File: config.mk
export PLATFORM = sky130hd
export DESIGN_NAME = cmd_packet_streamer
export DESIGN_NICKNAME = d
export VERILOG_FILES = /design/src/rtl/send_cmd_pkg.sv /design/src/rtl/pkt_skid_fifo.sv /design/src/rtl/cmd_packet_streamer.sv
export SDC_FILE = /design/constraint.sdc
export NUM_CORES = 1
export LEC_CHECK = 0
export BUFFER_PORTS_ARGS = -buffer_cell sky130_fd_sc_hd__buf_2
export CAP_MARGIN = 30
export CORE_MARGIN = 4
export CORE_UTILIZATION = 40
export CTS_CLUSTER_DIAMETER = 150
export DETAILED_ROUTE_END_ITERATION = 12
export GPL_TIMING_DRIVEN = 0
export SLEW_MARGIN = 20
export SYNTH_ARGS = -nofsm -noshare
export SYNTH_HDL_FRONTEND = slang
export SYNTH_SLANG_ARGS = --single-unit
File: constraint.sdc
create_clock -name clk -period 3.2 [get_ports clk]
set_clock_uncertainty 0.1 [all_clocks]
set_input_delay 0.48 -clock clk [delete_from_list [all_inputs] [get_ports clk]]
set_output_delay 0.48 -clock clk [all_outputs]
set_load 0.02 [all_outputs]
File: src/rtl/send_cmd_pkg.sv
// Shared types and defaults for the command packet streamer.
// Header layout: payload length lives in the low bits of the header word.
package send_cmd_pkg;

    localparam int DATA_W_DEF = 32;
    localparam int ADDR_W_DEF = 6;
    localparam int CNT_W_DEF  = 8;

    localparam int LEN_LSB = 0;
    localparam int LEN_MSB = 5;

    typedef enum logic [2:0] {
        IDLE,
        HDR_RD,
        HDR_WAIT,
        STREAM,
        DONE
    } state_t;

endpackage

File: src/rtl/pkt_skid_fifo.sv
// Two-entry show-ahead FIFO holding {eop, sop, data} stream beats.
// Soaks up the one-cycle RAM latency while the sink is stalled.
module pkt_skid_fifo
    import send_cmd_pkg::*;
#(
    parameter int W = DATA_W_DEF + 2
) (
    input  logic         clk,
    input  logic         rst_n,
    input  logic         i_flush,
    input  logic         i_push,
    input  logic [W-1:0] i_data,
    input  logic         i_pop,
    output logic [W-1:0] o_data,
    output logic         o_valid,
    output logic [1:0]   o_count
);

    logic [W-1:0] r_mem [2];
    logic         r_wp;
    logic         r_rp;
    logic [1:0]   r_count;
    logic         w_pop;
    logic         w_push;

    assign o_valid = (r_count != 2'd0);
    assign w_pop   = i_pop & o_valid;
    assign w_push  = i_push & ((r_count != 2'd2) | w_pop);
    assign o_data  = o_valid ? r_mem[r_rp] : '0;
    assign o_count = r_count;

    // Pointers and occupancy; flush and reset empty the FIFO.
    always_ff @(posedge clk) begin
        if (!rst_n || i_flush) begin
            r_wp    <= 1'b0;
            r_rp    <= 1'b0;
            r_count <= 2'd0;
        end else begin
            if (w_push) r_wp <= ~r_wp;
            if (w_pop)  r_rp <= ~r_rp;
            r_count <= r_count + {1'b0, w_push} - {1'b0, w_pop};
        end
    end

    // Beat storage; contents are don't-care while empty.
    always_ff @(posedge clk) begin
        if (w_push) r_mem[r_wp] <= i_data;
    end

endmodule

File: src/rtl/cmd_packet_streamer.sv
// Reads a length header from command RAM and streams the payload
// words as one sop/eop packet, reporting busy/done and dropped commands.
module cmd_packet_streamer
    import send_cmd_pkg::*;
#(
    parameter int DATA_W = DATA_W_DEF,
    parameter int ADDR_W = ADDR_W_DEF,
    parameter int CNT_W  = CNT_W_DEF
) (
    input  logic              clk,
    input  logic              rst_n,
    input  logic              send_cmd,
    input  logic [ADDR_W-1:0] start_ram_addr,
    output logic              ram_rd_en,
    output logic [ADDR_W-1:0] ram_rd_addr,
    input  logic [DATA_W-1:0] ram_rd_data,
    output logic [DATA_W-1:0] st_data,
    output logic              st_valid,
    output logic              st_sop,
    output logic              st_eop,
    input  logic              st_ready,
    output logic              busy,
    output logic              done_pulse,
    output logic [CNT_W-1:0]  cmd_drop_cnt
);

    state_t              r_state;
    state_t              w_next;
    logic                r_cmd_q;
    logic [ADDR_W-1:0]   r_addr;
    logic [ADDR_W-1:0]   r_left;
    logic                r_inf;
    logic                r_inf_sop;
    logic                r_inf_eop;
    logic [CNT_W-1:0]    r_drop;

    logic                w_rise;
    logic [ADDR_W-1:0]   w_len;
    logic [ADDR_W-1:0]   w_left;
    logic [2:0]          w_occ;
    logic                w_pay;
    logic                w_fire;
    logic                w_pop;
    logic                w_busy;
    logic                w_done;
    logic                w_valid;
    logic [1:0]          w_cnt;
    logic [DATA_W+1:0]   w_fdata;

    assign w_rise = send_cmd & ~r_cmd_q;
    assign w_len  = ram_rd_data[LEN_LSB +: ADDR_W];
    assign w_left = (r_state == HDR_WAIT) ? w_len : r_left;
    assign w_pop  = w_valid & st_ready;
    assign w_occ  = {1'b0, w_cnt} + {2'b0, r_inf}
                  - {2'b0, w_pop};

    // The header word is on ram_rd_data during HDR_WAIT, so the
    // first payload read can go out in that same cycle.
    assign w_pay  = ((r_state == HDR_WAIT) || (r_state == STREAM))
                  && (w_left != '0) && (w_occ < 3'd2);
    assign w_fire = (r_state == HDR_RD) | w_pay;

    assign ram_rd_en    = w_fire;
    assign ram_rd_addr  = w_fire ? r_addr : '0;
    assign st_valid     = w_valid;
    assign st_data      = w_fdata[DATA_W-1:0];
    assign st_sop       = w_fdata[DATA_W];
    assign st_eop       = w_fdata[DATA_W+1];
    assign busy         = w_busy;
    assign done_pulse   = w_done;
    assign cmd_drop_cnt = r_drop;

    pkt_skid_fifo #(
        .W (DATA_W + 2)
    ) u_fifo (
        .clk     (clk),
        .rst_n   (rst_n),
        .i_flush (r_state == DONE),
        .i_push  (r_inf),
        .i_data  ({r_inf_eop, r_inf_sop, ram_rd_data}),
        .i_pop   (st_ready),
        .o_data  (w_fdata),
        .o_valid (w_valid),
        .o_count (w_cnt)
    );

    // State, edge detect, read bookkeeping and drop counter.
    always_ff @(posedge clk) begin
        if (!rst_n) begin
            r_state   <= IDLE;
            r_cmd_q   <= 1'b0;
            r_addr    <= '0;
            r_left    <= '0;
            r_inf     <= 1'b0;
            r_inf_sop <= 1'b0;
            r_inf_eop <= 1'b0;
            r_drop    <= '0;
        end else begin
            r_state   <= w_next;
            r_cmd_q   <= send_cmd;
            if (r_state == IDLE && w_rise)
                r_addr <= start_ram_addr;
            else if (w_fire)
                r_addr <= r_addr + ADDR_W'(1);
            if (w_pay)
                r_left <= w_left - ADDR_W'(1);
            else if (r_state == HDR_WAIT)
                r_left <= w_len;
            r_inf     <= w_pay;
            r_inf_sop <= w_pay & (r_state == HDR_WAIT);
            r_inf_eop <= w_pay & (w_left == ADDR_W'(1));
            if (w_rise && r_state != IDLE && r_drop != '1)
                r_drop <= r_drop + CNT_W'(1);
        end
    end

    // Next-state and status outputs.
    always_comb begin
        w_next = r_state;
        w_busy = 1'b0;
        w_done = 1'b0;
        unique case (r_state)
            IDLE: begin
                if (w_rise) w_next = HDR_RD;
            end
            HDR_RD: begin
                w_busy = 1'b1;
                w_next = HDR_WAIT;
            end
            HDR_WAIT: begin
                w_busy = 1'b1;
                w_next = (w_len == '0) ? DONE : STREAM;
            end
            STREAM: begin
                w_busy = 1'b1;
                if (w_pop && w_fdata[DATA_W+1]) w_next = DONE;
            end
            DONE: begin
                w_done = 1'b1;
                w_next = IDLE;
            end
            default: w_next = IDLE;
        endcase
    end

endmodule

==> report_table.html <==
<table>
<tr><th>Metric</th><th>Value</th></tr>
<tr><th colspan="2">Global route</th></tr>
<tr><td>Global Route met2 Usage</td><td>between 20 and 25%</td></tr>
<tr><td>Met1 track demand over resource</td><td>18.6%</td></tr>
<tr><td>Congestion Overflow GR</td><td>0</td></tr>
<tr><td>Initial antenna violation count</td><td>2</td></tr>
<tr><td>Number of global-route vias before repair</td><td>2,937</td></tr>
<tr><td>Maximum number of pins on one net before global-route repair</td><td>22</td></tr>
<tr><td>Layer with the highest usage</td><td>met2</td></tr>
<tr><td>First-pass GRT wire length</td><td>14.3 mm</td></tr>
<tr><td>Met3 routing resource usage after global routing</td><td>under 10%</td></tr>
<tr><td>GRT Resource Usage Total</td><td>14.2%</td></tr>
<tr><th colspan="2">Logic synthesis</th></tr>
<tr><td>Number of cells produced by synthesis</td><td>341</td></tr>
<tr><td>Number of storage elements in the synthesis netlist</td><td>100</td></tr>
<tr><td>Cell area after synthesis</td><td>0.00426 mm2</td></tr>
<tr><td>Net Count, Synth</td><td>~400</td></tr>
<tr><td>Warnings from Yosys</td><td>0</td></tr>
<tr><td>Number of library cell types mapped by synthesis</td><td>42</td></tr>
<tr><td>Fraction of the yosys area taken by sequential cells</td><td>between 60% and 70%</td></tr>
<tr><td>Count of flip-flops with a built-in enable after synthesis</td><td>68</td></tr>
<tr><td>Async SR Flop Fraction</td><td>0%</td></tr>
<tr><td>Post-synth top flop</td><td>sky130_fd_sc_hd__edfxtp_1</td></tr>
<tr><td>Synth Area per Inst</td><td>roughly 12 um2</td></tr>
<tr><th colspan="2">Setup path</th></tr>
<tr><td>Largest fanout on the critical path</td><td>5</td></tr>
<tr><td>CP startpoint</td><td>u_fifo.o_count[0]</td></tr>
<tr><td>Worst Path Class, Setup</td><td>flop to primary output</td></tr>
<tr><td>Nature of the critical path endpoint</td><td>primary output</td></tr>
<tr><td>Worst EP arrival</td><td>2580 ps</td></tr>
<tr><td>Startpoint of the worst register-to-register path</td><td>u_fifo.o_count[0]</td></tr>
<tr><td>Worst Path Required</td><td>2620 ps</td></tr>
<tr><td>CP Launch Type</td><td>flop</td></tr>
<tr><th colspan="2">Timing</th></tr>
<tr><td>Hold violation count in the final report</td><td>0</td></tr>
<tr><td>Final setup fails</td><td>0</td></tr>
<tr><td>Final Worst Setup Slack</td><td>43.5 ps</td></tr>
<tr><td>Slew margin rel.</td><td>49.8%</td></tr>
<tr><td>Hold Slack</td><td>203 ps</td></tr>
<tr><td>RSZ-0062 raised after global routing</td><td>yes</td></tr>
<tr><td>Achievable frequency</td><td>317 MHz</td></tr>
<tr><td>Final critical-path share of the clock period</td><td>98.6%</td></tr>
<tr><td>Slew @ Worst Pin</td><td>around 750 ps</td></tr>
<tr><td>Setup TNS</td><td>0 ps</td></tr>
<tr><td>Shortest period the worst path allows</td><td>3160 ps</td></tr>
<tr><td>Count of final max-slew check failures</td><td>0</td></tr>
<tr><th colspan="2">Placement</th></tr>
<tr><td>Pre-CTS setup slack</td><td>-61.5 ps</td></tr>
<tr><td>IO Port Bufs</td><td>93</td></tr>
<tr><td>Final HPWL DP</td><td>between 5 and 6 mm</td></tr>
<tr><td>Placed standard-cell area</td><td>roughly 0.0050 mm2</td></tr>
<tr><td>Weighted congestion at the end of routability-driven global placement</td><td>just under 0.8</td></tr>
<tr><td>Number of placed instances with taps included</td><td>572</td></tr>
<tr><th colspan="2">Routing</th></tr>
<tr><td>DRC violation count after routing</td><td>0</td></tr>
<tr><td>Violation count after the first detailed-route iteration</td><td>146</td></tr>
<tr><td>Final routed wirelength across all metal layers</td><td>8.62 mm</td></tr>
<tr><td>Iteration count of the initial detailed-routing pass</td><td>4</td></tr>
<tr><td>ANT nets after route</td><td>0</td></tr>
<tr><td>Vias after detailed routing</td><td>2,905</td></tr>
<tr><td>Per-cell routed wire length</td><td>14.4 um</td></tr>
<tr><td>Vias/cell</td><td>approximately 4.8</td></tr>
<tr><th colspan="2">Layout</th></tr>
<tr><td>Post-synthesis to final-layout area growth</td><td>25.5%</td></tr>
<tr><td>Most common library cell in the layout ignoring fill and taps</td><td>sky130_fd_sc_hd__buf_2</td></tr>
<tr><td>Final Non-Filler Cells</td><td>600</td></tr>
<tr><td>Final design utilization</td><td>51.6%</td></tr>
<tr><td>Area occupied by multi-input gates</td><td>approximately 0.0016 mm2</td></tr>
<tr><td>Total Nets Final</td><td>507</td></tr>
<tr><td>Commonest non-fill, non-tap cells in the layout</td><td>sky130_fd_sc_hd__buf_2 (88), sky130_fd_sc_hd__edfxtp_1 (68), sky130_fd_sc_hd__nor2_1 (49)</td></tr>
<tr><td>Fill cell count</td><td>between 900 and 1k</td></tr>
<tr><td>Final Cell Area</td><td>0.00535 mm2</td></tr>
<tr><td>Area taken by flip-flops and latches</td><td>0.00269 mm2</td></tr>
<tr><td>Fraction of layout cells with a size suffix above 1</td><td>31.3%</td></tr>
<tr><th colspan="2">Die</th></tr>
<tr><td>Total number of placement rows</td><td>37</td></tr>
<tr><td>Placeable Area</td><td>between 0.01 and 0.015 mm2</td></tr>
<tr><td>Height of the die</td><td>111 um</td></tr>
<tr><td>Starting utilization of the core area</td><td>~41%</td></tr>
<tr><td>Total die area</td><td>~0.012 mm2</td></tr>
<tr><td>Floorplan die width</td><td>111 um</td></tr>
<tr><td>Number of I/O pins</td><td>94</td></tr>
<tr><th colspan="2">CTS</th></tr>
<tr><td>Clock tree from TritonCTS</td><td>done</td></tr>
<tr><td>Inserted Clock Buffers</td><td>9</td></tr>
<tr><td>Clock-pin slew reported for the worst setup and hold paths after clock tree synthesis</td><td>100 ps</td></tr>
<tr><td>Maximum number of buffers from clock root to sink</td><td>2</td></tr>
<tr><td>CTS Root Cell</td><td>sky130_fd_sc_hd__clkbuf_8</td></tr>
<tr><td>Latest clock arrival within the worst-skew pair</td><td>approximately 360 ps</td></tr>
<tr><td>H-tree lvl count</td><td>3</td></tr>
<tr><td>Sink count of the clock tree</td><td>100</td></tr>
<tr><th colspan="2">Power</th></tr>
<tr><td>Cell area power density</td><td>501 mW/mm2</td></tr>
<tr><td>Total Power Consumption</td><td>2.68 mW</td></tr>
<tr><td>Cell leakage power</td><td>2.04 nW</td></tr>
<tr><td>IR drop worst, VDD</td><td>between 0.0002 and 0.00025 V</td></tr>
<tr><th colspan="2">Status</th></tr>
<tr><td>Result of the run</td><td>finished, final reports clean</td></tr>
<tr><th colspan="2">Flow run</th></tr>
<tr><td>Maximum Capacitance Violations</td><td>0</td></tr>
<tr><th colspan="2">Worst hold path</th></tr>
<tr><td>Min-Delay Startpoint</td><td>ram_rd_data[26]</td></tr>
<tr><td>Worst min-delay path class</td><td>primary input to flop</td></tr>
</table>
[final timing paths]
path	to	slack, ps	cells after the start
worst max-delay path	ram_rd_addr[5]	40	12
worst max register to register	r_addr[0]	390	13
worst min register to register	u_fifo.r_mem[0][32]	340	0
worst min-delay path	u_fifo.r_mem[1][26]	200	1
[synth_stat cells (2+ instances only)]
cell	number	area, um2
sky130_fd_sc_hd__mux2i_1	43	430
sky130_fd_sc_hd__and3_1	4	25.0
sky130_fd_sc_hd__o31ai_1	2	15.0
sky130_fd_sc_hd__nand4_1	6	37.5
sky130_fd_sc_hd__a21boi_0	2	15.0
sky130_fd_sc_hd__or4_1	2	15.0
sky130_fd_sc_hd__a311oi_2	2	30.0
sky130_fd_sc_hd__nor2_1	50	188
sky130_fd_sc_hd__nor2b_1	8	50.1
sky130_fd_sc_hd__dfxtp_1	32	641
sky130_fd_sc_hd__xnor2_1	9	78.8
sky130_fd_sc_hd__and2_1	14	87.6
sky130_fd_sc_hd__ha_1	6	75.1
sky130_fd_sc_hd__nand2_1	17	63.8
sky130_fd_sc_hd__nand2b_1	2	12.5
sky130_fd_sc_hd__o21ai_0	7	35.0
sky130_fd_sc_hd__a21oi_1	6	30.0
sky130_fd_sc_hd__edfxtp_1	68	2040
sky130_fd_sc_hd__nor3b_1	2	15.0
sky130_fd_sc_hd__xor2_1	7	61.3
sky130_fd_sc_hd__or3_1	4	25.0
sky130_fd_sc_hd__clkbuf_1	12	45.0
sky130_fd_sc_hd__inv_1	7	26.3
sky130_fd_sc_hd__buf_2	3	15.0
sky130_fd_sc_hd__nand3_1	9	45.0
[power by group]
| group | internal [mW] | switching [mW] |
|---|---|---|
| sequential | 1.44 | 0.0347 |
| combinational | 0.204 | 0.254 |
| clock | 0.297 | 0.450 |
[worst max-delay path, cell delays in order, from the launching register on]
cell,delay (ps)
sky130_fd_sc_hd__dfxtp_2,340
sky130_fd_sc_hd__inv_2,80
sky130_fd_sc_hd__nand3_4,80
sky130_fd_sc_hd__o21ai_2,70
sky130_fd_sc_hd__nand2_1,90
sky130_fd_sc_hd__fa_2,360
sky130_fd_sc_hd__xnor2_2,160
sky130_fd_sc_hd__nand3_2,110
sky130_fd_sc_hd__a311oi_4,380
sky130_fd_sc_hd__nor2_2,130
sky130_fd_sc_hd__buf_6,160
sky130_fd_sc_hd__nor2b_1,110
sky130_fd_sc_hd__buf_4,150
[state kept, by name, summed over array words and instances (netlist names), named ones only]
| signal | flops |
|---|---|
| u_fifo.r_mem | 68 |
| cmd_drop_cnt | 8 |
| r_addr | 6 |
| r_left | 6 |
| r_state | 3 |
| u_fifo.o_count | 2 |
| r_cmd_q | 1 |
| r_inf | 1 |
| r_inf_eop | 1 |
| r_inf_sop | 1 |
| u_fifo.r_rp | 1 |
| u_fifo.r_wp | 1 |
[layout make-up]
cell class	count	share of cell area [%]
Inverter	7	0.491
Buffer	16	1.45
Tap cell	136	3.18
Clock inverter	6	0.983
Timing Repair Buffer	106	11.8
Sequential cell	100	50.3
Multi-Input combinational cell	218	29.4
Clock buffer	10	2.39
Antenna cell	1	0.0468
[layer usage]
layer  up-vias  share of wire, %
li1       1457                 -
met1      1342                45
met2        90                47
met3        14               5.8
met4         2               1.6
met5         -             0.081
[cell families after synthesis]
logic type / after synthesis / synth area share, %
fa+ha+maj: 7 / 2.23
flops: 100 / 63.0
mux: 43 / 10.1
compound gates: 28 / 4.70
simple gates: 124 / 14.6
buf+inv: 23 / 2.12
xor+xnor: 16 / 3.29
[what timing repair did]
item / CTS / global route
setup endpoints to repair: 7 / 7
buffers inserted: 3 / 6
pin swaps: 3 / 5
gates cloned: 1 / 0
gates resized for setup: 18 / 19
hold buffers: 0 / 0
Power figures use the tool's default switching activity.
